## config.mk

```make
export PLATFORM = sky130hd
export DESIGN_NAME = hw_accel_frame_ctrl
export DESIGN_NICKNAME = d
export VERILOG_FILES = /design/src/rtl/hw_accel_frame_ctrl.sv
export SDC_FILE = /design/constraint.sdc
export NUM_CORES = 1
export LEC_CHECK = 0
export ABC_AREA = 1
export ABC_CLOCK_PERIOD_IN_PS = 2000
export CAP_MARGIN = 20
export CORE_MARGIN = 4
export CORE_UTILIZATION = 59
export CTS_BUF_LIST = sky130_fd_sc_hd__clkbuf_4
export CTS_CLUSTER_DIAMETER = 120
export DETAILED_ROUTE_END_ITERATION = 8
export MAX_ROUTING_LAYER = met4
export PLACE_DENSITY = 0.82
export SYNTH_ARGS = -nofsm -noshare
export SYNTH_HDL_FRONTEND = slang
export SYNTH_SLANG_ARGS = --single-unit
```

## constraint.sdc

```tcl
create_clock -name clk -period 2 [get_ports clk]
set_input_delay 0.3 -clock clk [delete_from_list [all_inputs] [get_ports clk]]
set_output_delay 0.3 -clock clk [all_outputs]
set_load 0.02 [all_outputs]
```

## src/rtl/hw_accel_frame_ctrl.sv

```systemverilog
// Frame capture controller: flushes the downscale/pack datapath, gates one camera
// frame into it and waits for the packed words. Define HW_ACCEL_TIMEOUT_EN for the drain watchdog.
module hw_accel_frame_ctrl #(
  parameter int unsigned FRAME_WIDTH    = 540,
  parameter int unsigned FRAME_HEIGHT   = 540,
  parameter int unsigned OUT_WORDS      = 27648,
  parameter int unsigned TIMEOUT_CYCLES = 65535
) (
  input  logic        clk,
  input  logic        rst_n,
  input  logic        start,
  input  logic        abort,
  input  logic        frame_sof,
  input  logic        in_pixel_valid,
  input  logic        accel_out_valid,
  output logic        accel_pixel_valid,
  output logic        accel_rst,
  output logic        busy,
  output logic        done,
  output logic        error,
  output logic [15:0] out_word_cnt
);

  localparam int unsigned FRAME_PIXELS = FRAME_WIDTH * FRAME_HEIGHT;
  localparam int unsigned PIX_W        = (FRAME_PIXELS > 1) ? $clog2(FRAME_PIXELS) : 1;
  localparam logic [PIX_W-1:0] LAST_PIX   = PIX_W'(FRAME_PIXELS - 1);
  localparam logic [15:0]      WORD_LIMIT = 16'(OUT_WORDS);

  typedef enum logic [2:0] {
    IDLE, FLUSH, WAIT_SOF, STREAM, DRAIN, DONE, ERROR
  } state_t;

  state_t            state;
  state_t            state_next;
  logic              rst_sync;
  logic              flush_cnt;
  logic [PIX_W-1:0]  pix_cnt;
  logic              kill;
  logic              arm;
  logic              pix_take;
  logic              last_pix;
  logic              word_take;
  logic [15:0]       cnt_next;
  logic              wd_expired;

  // Reset release is seen by the FSM one edge late; until then it behaves as an abort.
  always_ff @(posedge clk or negedge rst_n) begin
    if (!rst_n) begin
      rst_sync <= 1'b0;
      state    <= IDLE;
    end else begin
      rst_sync <= 1'b1;
      state    <= state_next;
    end
  end

  always_comb begin
    kill      = abort || !rst_sync;
    arm       = !kill && start && (state == IDLE || state == ERROR);
    pix_take  = !kill && in_pixel_valid &&
                (state == STREAM || (state == WAIT_SOF && frame_sof));
    last_pix  = pix_take && (pix_cnt == LAST_PIX);
    word_take = !kill && accel_out_valid && (state == STREAM || state == DRAIN) &&
                (out_word_cnt < WORD_LIMIT);
    cnt_next  = word_take ? out_word_cnt + 16'd1 : out_word_cnt;
  end

  always_comb begin
    state_next = state;
    if (kill) begin
      state_next = IDLE;
    end else begin
      unique case (state)
        IDLE:     if (start) state_next = FLUSH;
        FLUSH:    if (flush_cnt) state_next = WAIT_SOF;
        WAIT_SOF: if (frame_sof) state_next = last_pix ? DRAIN : STREAM;
        STREAM: begin
          // The final pixel wins over a coincident frame_sof.
          if (last_pix)       state_next = DRAIN;
          else if (frame_sof) state_next = ERROR;
        end
        DRAIN: begin
          if (cnt_next == WORD_LIMIT) state_next = DONE;
          else if (wd_expired)        state_next = ERROR;
        end
        DONE:     state_next = IDLE;
        ERROR:    if (start) state_next = FLUSH;
        default:  state_next = IDLE;
      endcase
    end
  end

  always_comb begin
    busy              = (state != IDLE);
    done              = (state == DONE) && !kill;
    accel_rst         = kill || (state == FLUSH) || (state == ERROR);
    accel_pixel_valid = pix_take;
  end

  always_ff @(posedge clk or negedge rst_n) begin
    if (!rst_n) begin
      flush_cnt    <= 1'b0;
      pix_cnt      <= '0;
      out_word_cnt <= '0;
      error        <= 1'b0;
    end else begin
      flush_cnt <= (state == FLUSH);
      if (arm) begin
        pix_cnt      <= '0;
        out_word_cnt <= '0;
        error        <= 1'b0;
      end else begin
        if (pix_take) pix_cnt <= pix_cnt + PIX_W'(1);
        out_word_cnt <= cnt_next;
        if (state_next == ERROR) error <= 1'b1;
      end
    end
  end

`ifdef HW_ACCEL_TIMEOUT_EN
  localparam int unsigned WD_W = $clog2(TIMEOUT_CYCLES + 1);
  localparam logic [WD_W-1:0] WD_LAST = WD_W'(TIMEOUT_CYCLES - 1);

  logic [WD_W-1:0] wd_cnt;

  // Holds the number of cycles since the last word (or drain entry) including the current one.
  always_ff @(posedge clk or negedge rst_n) begin
    if (!rst_n)                            wd_cnt <= WD_W'(1);
    else if (state != DRAIN || accel_out_valid) wd_cnt <= WD_W'(1);
    else                                   wd_cnt <= wd_cnt + WD_W'(1);
  end

  assign wd_expired = (state == DRAIN) && !accel_out_valid && (wd_cnt == WD_LAST);
`else
  assign wd_expired = 1'b0;
`endif

endmodule

```

==> results of run 1 <==
[worst min-delay path by stage]
| stage | startpoint | end | slack (ns) | cells after the start |
|---|---|---|---|---|
| CTS | rst_n | out_word_cnt[14]$_DFF_PN0_ | 0.52 | 3 |
| global placement | rst_n | out_word_cnt[15]$_DFF_PN0_ | 0.40 | 2 |
| detailed placement | rst_n | flush_cnt$_DFF_PN0_ | 0.40 | 2 |
| floorplan | rst_n | error$_DFFE_PN0P_ | 0.004 | 0 |
| finish | rst_n | out_word_cnt[14]$_DFF_PN0_ | 0.50 | 3 |
| global route | rst_n | out_word_cnt[14]$_DFF_PN0_ | 0.55 | 3 |
[logic make-up (layout without fill, tap and decap cells)]
logic type	count (synthesis)	count (layout)
other	1	1
AND/OR/NAND/NOR	244	246
XOR/XNOR	7	7
adder cells (fa/ha/maj)	2	2
AO/OA/AOI/OAI	43	43
flip-flops	41	41
buffers and inverters	52	114
[layout make-up]
class                   instances  area share, %
flip-flops and latches         41           30.0
inverters                      48           5.25
repair buffers                 58           14.3
clock inverters                 3           1.35
multi-input cells             299           46.1
well taps                      52           1.90
clock buffers                   5           1.09
[timing repair]
item,in CTS,in global routing
hold buffers,1,0
endpoints found under the hold margin,41,0
pin swaps,0,2
setup buffers,1,3
gates cloned,0,2
endpoints found under the setup margin,3,2
gates resized for setup,6,16
[state kept, by name (all words and copies together) (netlist names)]
signal and cells:
pix_cnt 19, error 1, out_word_cnt 16, rst_sync 1, flush_cnt 1, state 3
[power by group]
part	leakage, nW	internal (mW)	switching (mW)
combinational	1.07	0.0568	0.0908
sequential	0.561	0.853	0.0268
clock	0.0414	0.265	0.307
total	1.68	1.17	0.425
[placed cells by master (no fill, tap or decap), types with 7 or more instances in the layout]
cell / Yosys / layout
nor3_1: 14 / 13
nor2_1: 44 / 40
o21ai_0: 8 / 8
buf_4: 0 / 30
inv_1: 42 / 42
nand3_1: 29 / 29
nand4_1: 12 / 12
nand2_2: 9 / 10
clkdlybuf4s50_1: 0 / 22
nor2_4: 2 / 7
a21oi_1: 21 / 21
dfrtp_1: 41 / 39
nand2_1: 112 / 110
[tightest hold or removal path, cell delays in order]
cell	delay [ns]
dlygate4sd3_1	0.52
buf_2	0.10
buf_4	0.44
[per-layer routing]
metal / track usage [%] / wire, um / vias up
met3: 4.61 / 401 / 34
met1: 30.0 / 3020 / 1351
met5: - / 0 / -
met2: 43.0 / 3690 / 121
met4: 9.97 / 241 / 0
li1: - / - / 1399
[metrics by stage]
stage,setup TNS (ns),utilization (%),area [sq um]
2_1_floorplan,0,-,2740
6_report,-0.0306,77.7,3430
3_3_place_gp,-0.368,73.4,3240
3_5_place_dp,-0.818,73.4,3240
5_1_grt,-0.0595,77.7,3430
4_1_cts,0,75.8,3350
==> qor.txt, run 1 <==
R2R cell count -> 11
proportion of synthesized area in mux cells -> 0%
violated checks -> setup timing
final worst path period share -> 102%
relative slew slack -> 65.3%
initial core utilization -> 62.0%
die width -> 76.1 um
critical path's top delay family -> simple AND/OR/NAND/NOR gates
initial antenna violation count -> 0
Total Routing Usage GR -> 25.5%
clk_skew -> 0.0169 ns
clock period minus worst slack -> 2.03 ns
cell taking the most area after synthesis -> dfrtp_1
largest family of logic cells by synthesized area -> simple AND/OR/NAND/NOR gates
r2r setup slk -> -0.02 ns
mean cell area of the mapped netlist -> 7.02 sq um
Crit Path Max Fanout -> 7
Reg-to-Reg End -> state[0]$_DFF_PN0_
number of synthesized flops with an enable pin -> 0
Cell Count, Final, Fillers Out -> 506
critical-path cell list -> clkdlybuf4s50_1 -> buf_4 -> nor2_8 -> nand2_1 -> nor2_4 -> nand3_2 -> nand2_2 -> nand2_1 -> nor2_1 -> nand2_1 -> nor2_1 -> nand2_1 -> a21oi_2
count of pins over their slew limit -> 0
Critical Path End -> state[0]$_DFF_PN0_
drt first pass iters -> 5
synthesized area -> 0.00274 sq mm
DRC -> 0
compound-cell area share of the yosys netlist -> 8.96%
vias per cell -> 5.74
Leakage -> 1.68 nW
Syn Inst Count -> 390
Final setup viols -> 1
register area -> 0.00103 sq mm
most instantiated cells after synthesis -> nand2_1, nor2_1, inv_1
top post-synthesis cells by area -> dfrtp_1, nand2_1, nor2_1
origin of the critical flop-to-flop path -> out_word_cnt[15]$_DFF_PN0_
DRT iter0 DRCs -> 202
Reg clk slew, reported paths -> 0.15 ns
grt total ovfl -> 0
Clock Tree Buf Depth -> 2
Max-Cap Viols -> 0
placed cell count -> 491
asr flop ratio synth -> 100%
CTS tree -> built
clock latency on the worst-skew pair -> 0.37 ns
synthesized net count -> 399
total CTS buffers -> 5
vias in the first global route -> 2722
core area -> 0.00441 sq mm
die area -> 0.00579 sq mm
final hold vios -> 0
Post-DRT Antenna Nets -> 0
drt wl/cell -> 14.5 um
status -> complete, but fails checks
CP startpoint -> abort
Seq/Total Area, Yosys -> 37.5%
largest net degree at the start of global routing -> 42
number of diodes -> 0
Die Span Y -> 76.1 um
Max stage delay on crit path -> 0.43 ns
WL final -> 7350 um
main flop type after synthesis -> dfrtp_1
Critical Path RT -> 2.30 ns
Setup WS pre-CTS -> -0.188 ns
number of buffers and inverters on the critical path -> 2
Area Overhead vs Synth -> 25.4%
Crit Path Category -> input pin to register
area of the multi-input gates -> 0.00158 sq mm
crit end category -> register
Yosys warning count -> 0
Synth Area in XOR/XNOR -> 2.24%
Pwr Total -> 1.60 mW
Yosys top cell area share -> 37.5%
Seq cells post-synth -> 41
CTS Sinks -> 41
final worst slack -> -0.0306 ns
CP max stage cell -> clkdlybuf4s50_1
Rows -> 24
most used cell, CP -> nand2_1
Synth cell types -> 38
Max VDD drop -> 396 uV
RSZ-0062 raised after global routing -> yes
Port Buffers -> 27
adder-cell share of the synthesized area -> 0.914%
GPL Wtd Cong -> 0.942
fraction of layout cells with a size suffix above 1 -> 18.3%
Worst Hold Class -> input pin to async pin
Worst-Margin Slew -> 0.520 ns
fin nets -> 462
most numerous cell in the Yosys netlist -> nand2_1
I/O pin total -> 28
hold slack -> 0.503 ns
pwr/cell area -> 466 mW/mm^2
Arr. time, crit path -> 2.33 ns
# fillers -> 313
CTS root buffer -> clkbuf_4
Stages on worst setup path -> 13
first-pass GRT wire length -> 12000 um
Synth Area in Simple Gates -> 42.8%
DR vias -> 2905
startpoint types -> input pin
highest clock rate -> 492 MHz
placed wire-length estimate -> 5080 um
Max H-tree Level -> 2
(Power assumes the default switching activity.)
==> inputs of run 2 (changes only) <==
Settings changed: ABC_AREA 1 to unset, CORE_MARGIN 4 to unset, CORE_UTILIZATION 59 to 58.
==> run 2 against run 1 <==
The run still ends with setup timing left. Via count shrank 21%. Sequential share of layout area grew 2.1 points. Die area shrank 25%. Clock-buffer cell count grew 1. Non-clock buffer count grew 12. Clock skew shrank 0.0049 ns. Final area shrank 6.8%. Largest power group unchanged.
==> qor.txt, run 2 <==
clock latency on the worst-skew pair -> 0.35 ns (was 0.37 ns)
post-route setup TNS -> -0.160 ns (was -0.0306 ns)
Stages on worst setup path -> 6 (was 13)
first-pass GRT wire length -> 9250 um (was 12000 um)
clock period minus worst slack -> 2.11 ns (was 2.03 ns)
most numerous cell in the Yosys netlist -> dfrtp_1 (was nand2_1)
final worst slack -> -0.110 ns (was -0.0306 ns)
core area -> 0.00380 sq mm (was 0.00441 sq mm)
vias in the first global route -> 1962 (was 2722)
placed cell count -> 361 (was 491)
asr flop ratio synth -> 100% (unchanged)
relative slew slack -> 64.4% (was 65.3%)
Clock Tree Buf Depth -> 2 (unchanged)
crit end category -> register (unchanged)
origin of the critical flop-to-flop path -> state[2]$_DFF_PN0_ (was out_word_cnt[15]$_DFF_PN0_)
CP max stage cell -> dfrtp_1 (was clkdlybuf4s50_1)
die area -> 0.00436 sq mm (was 0.00579 sq mm)
DRT iter0 DRCs -> 231 (was 202)
RSZ-0062 raised after global routing -> yes (unchanged)
total CTS buffers -> 5 (unchanged)
Max-Cap Viols -> 0 (unchanged)
Yosys top cell area share -> 43.2% (was 37.5%)
Max VDD drop -> 447 uV (was 396 uV)
main flop type after synthesis -> dfrtp_1 (unchanged)
most instantiated cells after synthesis -> dfrtp_1, nor2_1, nand2_1 (was nand2_1, nor2_1, inv_1)
Max stage delay on crit path -> 0.41 ns (was 0.43 ns)
clk_skew -> 0.0120 ns (was 0.0169 ns)
DP Area -> 0.00295 sq mm (was 0.00324 sq mm)
Leakage -> 1.45 nW (was 1.68 nW)
highest clock rate -> 474 MHz (was 492 MHz)
grt total ovfl -> 0 (unchanged)
most flop-heavy register -> pix_cnt (unchanged)
CTS tree -> built (unchanged)
Total Routing Usage GR -> 28.4% (was 25.5%)
synthesized area -> 0.00238 sq mm (was 0.00274 sq mm)
Syn Inst Count -> 261 (was 390)
final hold vios -> 0 (unchanged)
Port Buffers -> 27 (unchanged)
initial core utilization -> 62.6% (was 62.0%)
number of diodes -> 0 (unchanged)
commonest non-fill, non-tap cell in the layout -> dfrtp_1 (was nand2_1)
CP startpoint -> state[2]$_DFF_PN0_ (was abort)
Max H-tree Level -> 2 (unchanged)
mean cell area of the mapped netlist -> 9.11 sq um (was 7.02 sq um)
Arr. time, crit path -> 2.35 ns (was 2.33 ns)
initial antenna violation count -> 0 (unchanged)
Seq/Total Area, Yosys -> 43.2% (was 37.5%)
Top Registers -> pix_cnt (19), out_word_cnt (16), state (3) (unchanged)
top post-synthesis cells by area -> dfrtp_1, nor2_1, xnor2_1 (was dfrtp_1, nand2_1, nor2_1)
final worst path period share -> 105% (was 102%)
post-route cell area -> 0.00320 sq mm (was 0.00343 sq mm)
largest net degree at the start of global routing -> 42 (unchanged)
Reg clk slew, reported paths -> 0.12 ns (was 0.15 ns)
Rows -> 22 (was 24)
Cell Count, Final, Fillers Out -> 375 (was 506)
DR vias -> 2302 (was 2905)
Final setup viols -> 3 (was 1)
Worst-Margin Slew -> 0.533 ns (was 0.520 ns)
number of buffers and inverters on the critical path -> 0 (was 2)
Yosys warning count -> 0 (unchanged)
critical path's top delay family -> simple AND/OR/NAND/NOR gates (unchanged)
cell taking the most area after synthesis -> dfrtp_1 (unchanged)
WL final -> 6090 um (was 7350 um)
GPL Wtd Cong -> 0.857 (was 0.942)
placed wire-length estimate -> 3830 um (was 5080 um)
fraction of layout cells with a size suffix above 1 -> 25.4% (was 18.3%)
CTS Sinks -> 41 (unchanged)
number of synthesized flops with an enable pin -> 0 (unchanged)
synthesized net count -> 270 (was 399)
Synth cell types -> 46 (was 38)
Crit Path Max Fanout -> 5 (was 7)
drt wl/cell -> 16.3 um (was 14.5 um)
critical-path cell list -> or3b_4 -> a32o_2 -> nor2_1 -> mux2i_2 -> a2111oi_4 -> a31o_1 (was clkdlybuf4s50_1 -> buf_4 -> nor2_8 -> nand2_1 -> nor2_4 -> nand3_2 -> nand2_2 -> nand2_1 -> nor2_1 -> nand2_1 -> nor2_1 -> nand2_1 -> a21oi_2)
status -> complete, but fails checks (unchanged)
fin nets -> 335 (was 462)
die width -> 66.0 um (was 76.1 um)
Critical Path RT -> 2.24 ns (was 2.30 ns)
Reg-to-Reg End -> state[0]$_DFF_PN0_ (unchanged)
Worst Hold Class -> input pin to async pin (unchanged)
Critical Path End -> state[0]$_DFF_PN0_ (unchanged)
Area Overhead vs Synth -> 34.6% (was 25.4%)
violated checks -> setup timing (unchanged)
Die Span Y -> 66.0 um (was 76.1 um)
DRC -> 0 (unchanged)
R2R cell count -> 6 (was 11)
Seq cells post-synth -> 41 (unchanged)
pwr/cell area -> 460 mW/mm^2 (was 466 mW/mm^2)
r2r setup slk -> -0.11 ns (was -0.02 ns)
most frequent cells in the layout -> dfrtp_1, buf_4, nor2_1, clkdlybuf4s50_1, nand2_1 (was nand2_1, inv_1, nor2_1, dfrtp_1, buf_4)
drt first pass iters -> 7 (was 5)
startpoint types -> register (was input pin)
count of pins over their slew limit -> 0 (unchanged)
max reg flops -> 19 (unchanged)
vias per cell -> 6.14 (was 5.74)
Post-DRT Antenna Nets -> 0 (unchanged)
Crit Path Category -> register to register (was input pin to register)
CTS root buffer -> clkbuf_4 (unchanged)
I/O pin total -> 28 (unchanged)
-- run 2: cell count changes after synthesis, sizes merged, moves of 8 or more --
cell   delta
nor2b     +9
and3      +8
nor2     -15
nand4     -8
a21oi    -16
inv      -43
xnor2    +15
nand2   -105
nand3    -14
xor2      +8
-- run 2: worst min path at each step --
stage | start | end | slack (ns) | cells after the start
floorplan | rst_n | error$_DFFE_PN0P_ | 0.004 | 0
global placement | rst_n | out_word_cnt[9]$_DFF_PN0_ | 0.39 | 2
detailed placement | rst_n | out_word_cnt[9]$_DFF_PN0_ | 0.40 | 2
CTS | rst_n | out_word_cnt[9]$_DFF_PN0_ | 0.02 | 2
global route | rst_n | out_word_cnt[10]$_DFF_PN0_ | 0.03 | 2
finish | rst_n | out_word_cnt[9]$_DFF_PN0_ | 0.002 | 2
-- run 2: final cells by class --
| type | count | area, sq um |
|---|---|---|
| clock buffers | 6 | 45.0 |
| clock inverters | 2 | 33.8 |
| fillers | 211 | 599 |
| inverters | 4 | 15.0 |
| multi-input cells | 204 | 1410 |
| flip-flops and latches | 41 | 1030 |
| well taps | 48 | 60.1 |
| repair buffers | 70 | 612 |
-- run 2: cell families (layout without fill, tap and decap cells) --
logic type      after synthesis  after routing  synth area share [%]
mux                           3              3                  1.26
fa+ha+maj                     2              2                  1.05
xor+xnor                     30             30                  11.1
other cells                   1              1                 0.158
compound gates               25             26                  7.11
flops                        41             41                  43.2
simple gates                142            142                  33.2
buf+inv                      17             82                  3.05
-- run 2: timing repair --
action / 4_1_cts / 5_1_grt
resized for setup: 10 / 36
gates cloned: 1 / 0
pin swaps: 5 / 9
setup endpoints to repair: 6 / 19
setup buffers: 1 / 4
hold buffers: 0 / 0
-- run 2: metrics by stage --
stage | hold slack [ns] | util [%] | total power [mW] | setup WS (ns)
after global routing | 0.0288 | 84.2 | 1.52 | -0.170
after detailed placement | 0.396 | 77.6 | 0.937 | -0.344
after CTS | 0.0180 | 80.0 | 1.47 | 0.000611
after global placement | 0.389 | 77.6 | 0.936 | -0.314
final | 0.00226 | 84.2 | 1.47 | -0.110
after floorplan | 0.00441 | - | 0.882 | 0.00390
-- run 2: power by group --
part / switching (mW) / leakage [nW] / internal [mW]
registers: 0.00284 / 0.570 / 0.832
clock network: 0.270 / 0.0433 / 0.274
logic: 0.0542 / 0.840 / 0.0390
total: 0.327 / 1.45 / 1.15
-- run 2: per-layer routing --
layer / up-vias / track usage (%) / part of all wire, %
li1: 1044 / - / -
met1: 1104 / 38.5 / 42
met2: 118 / 44.9 / 50
met3: 36 / 3.97 / 5.8
met4: 0 / 7.98 / 3.0
met5: - / - / 0
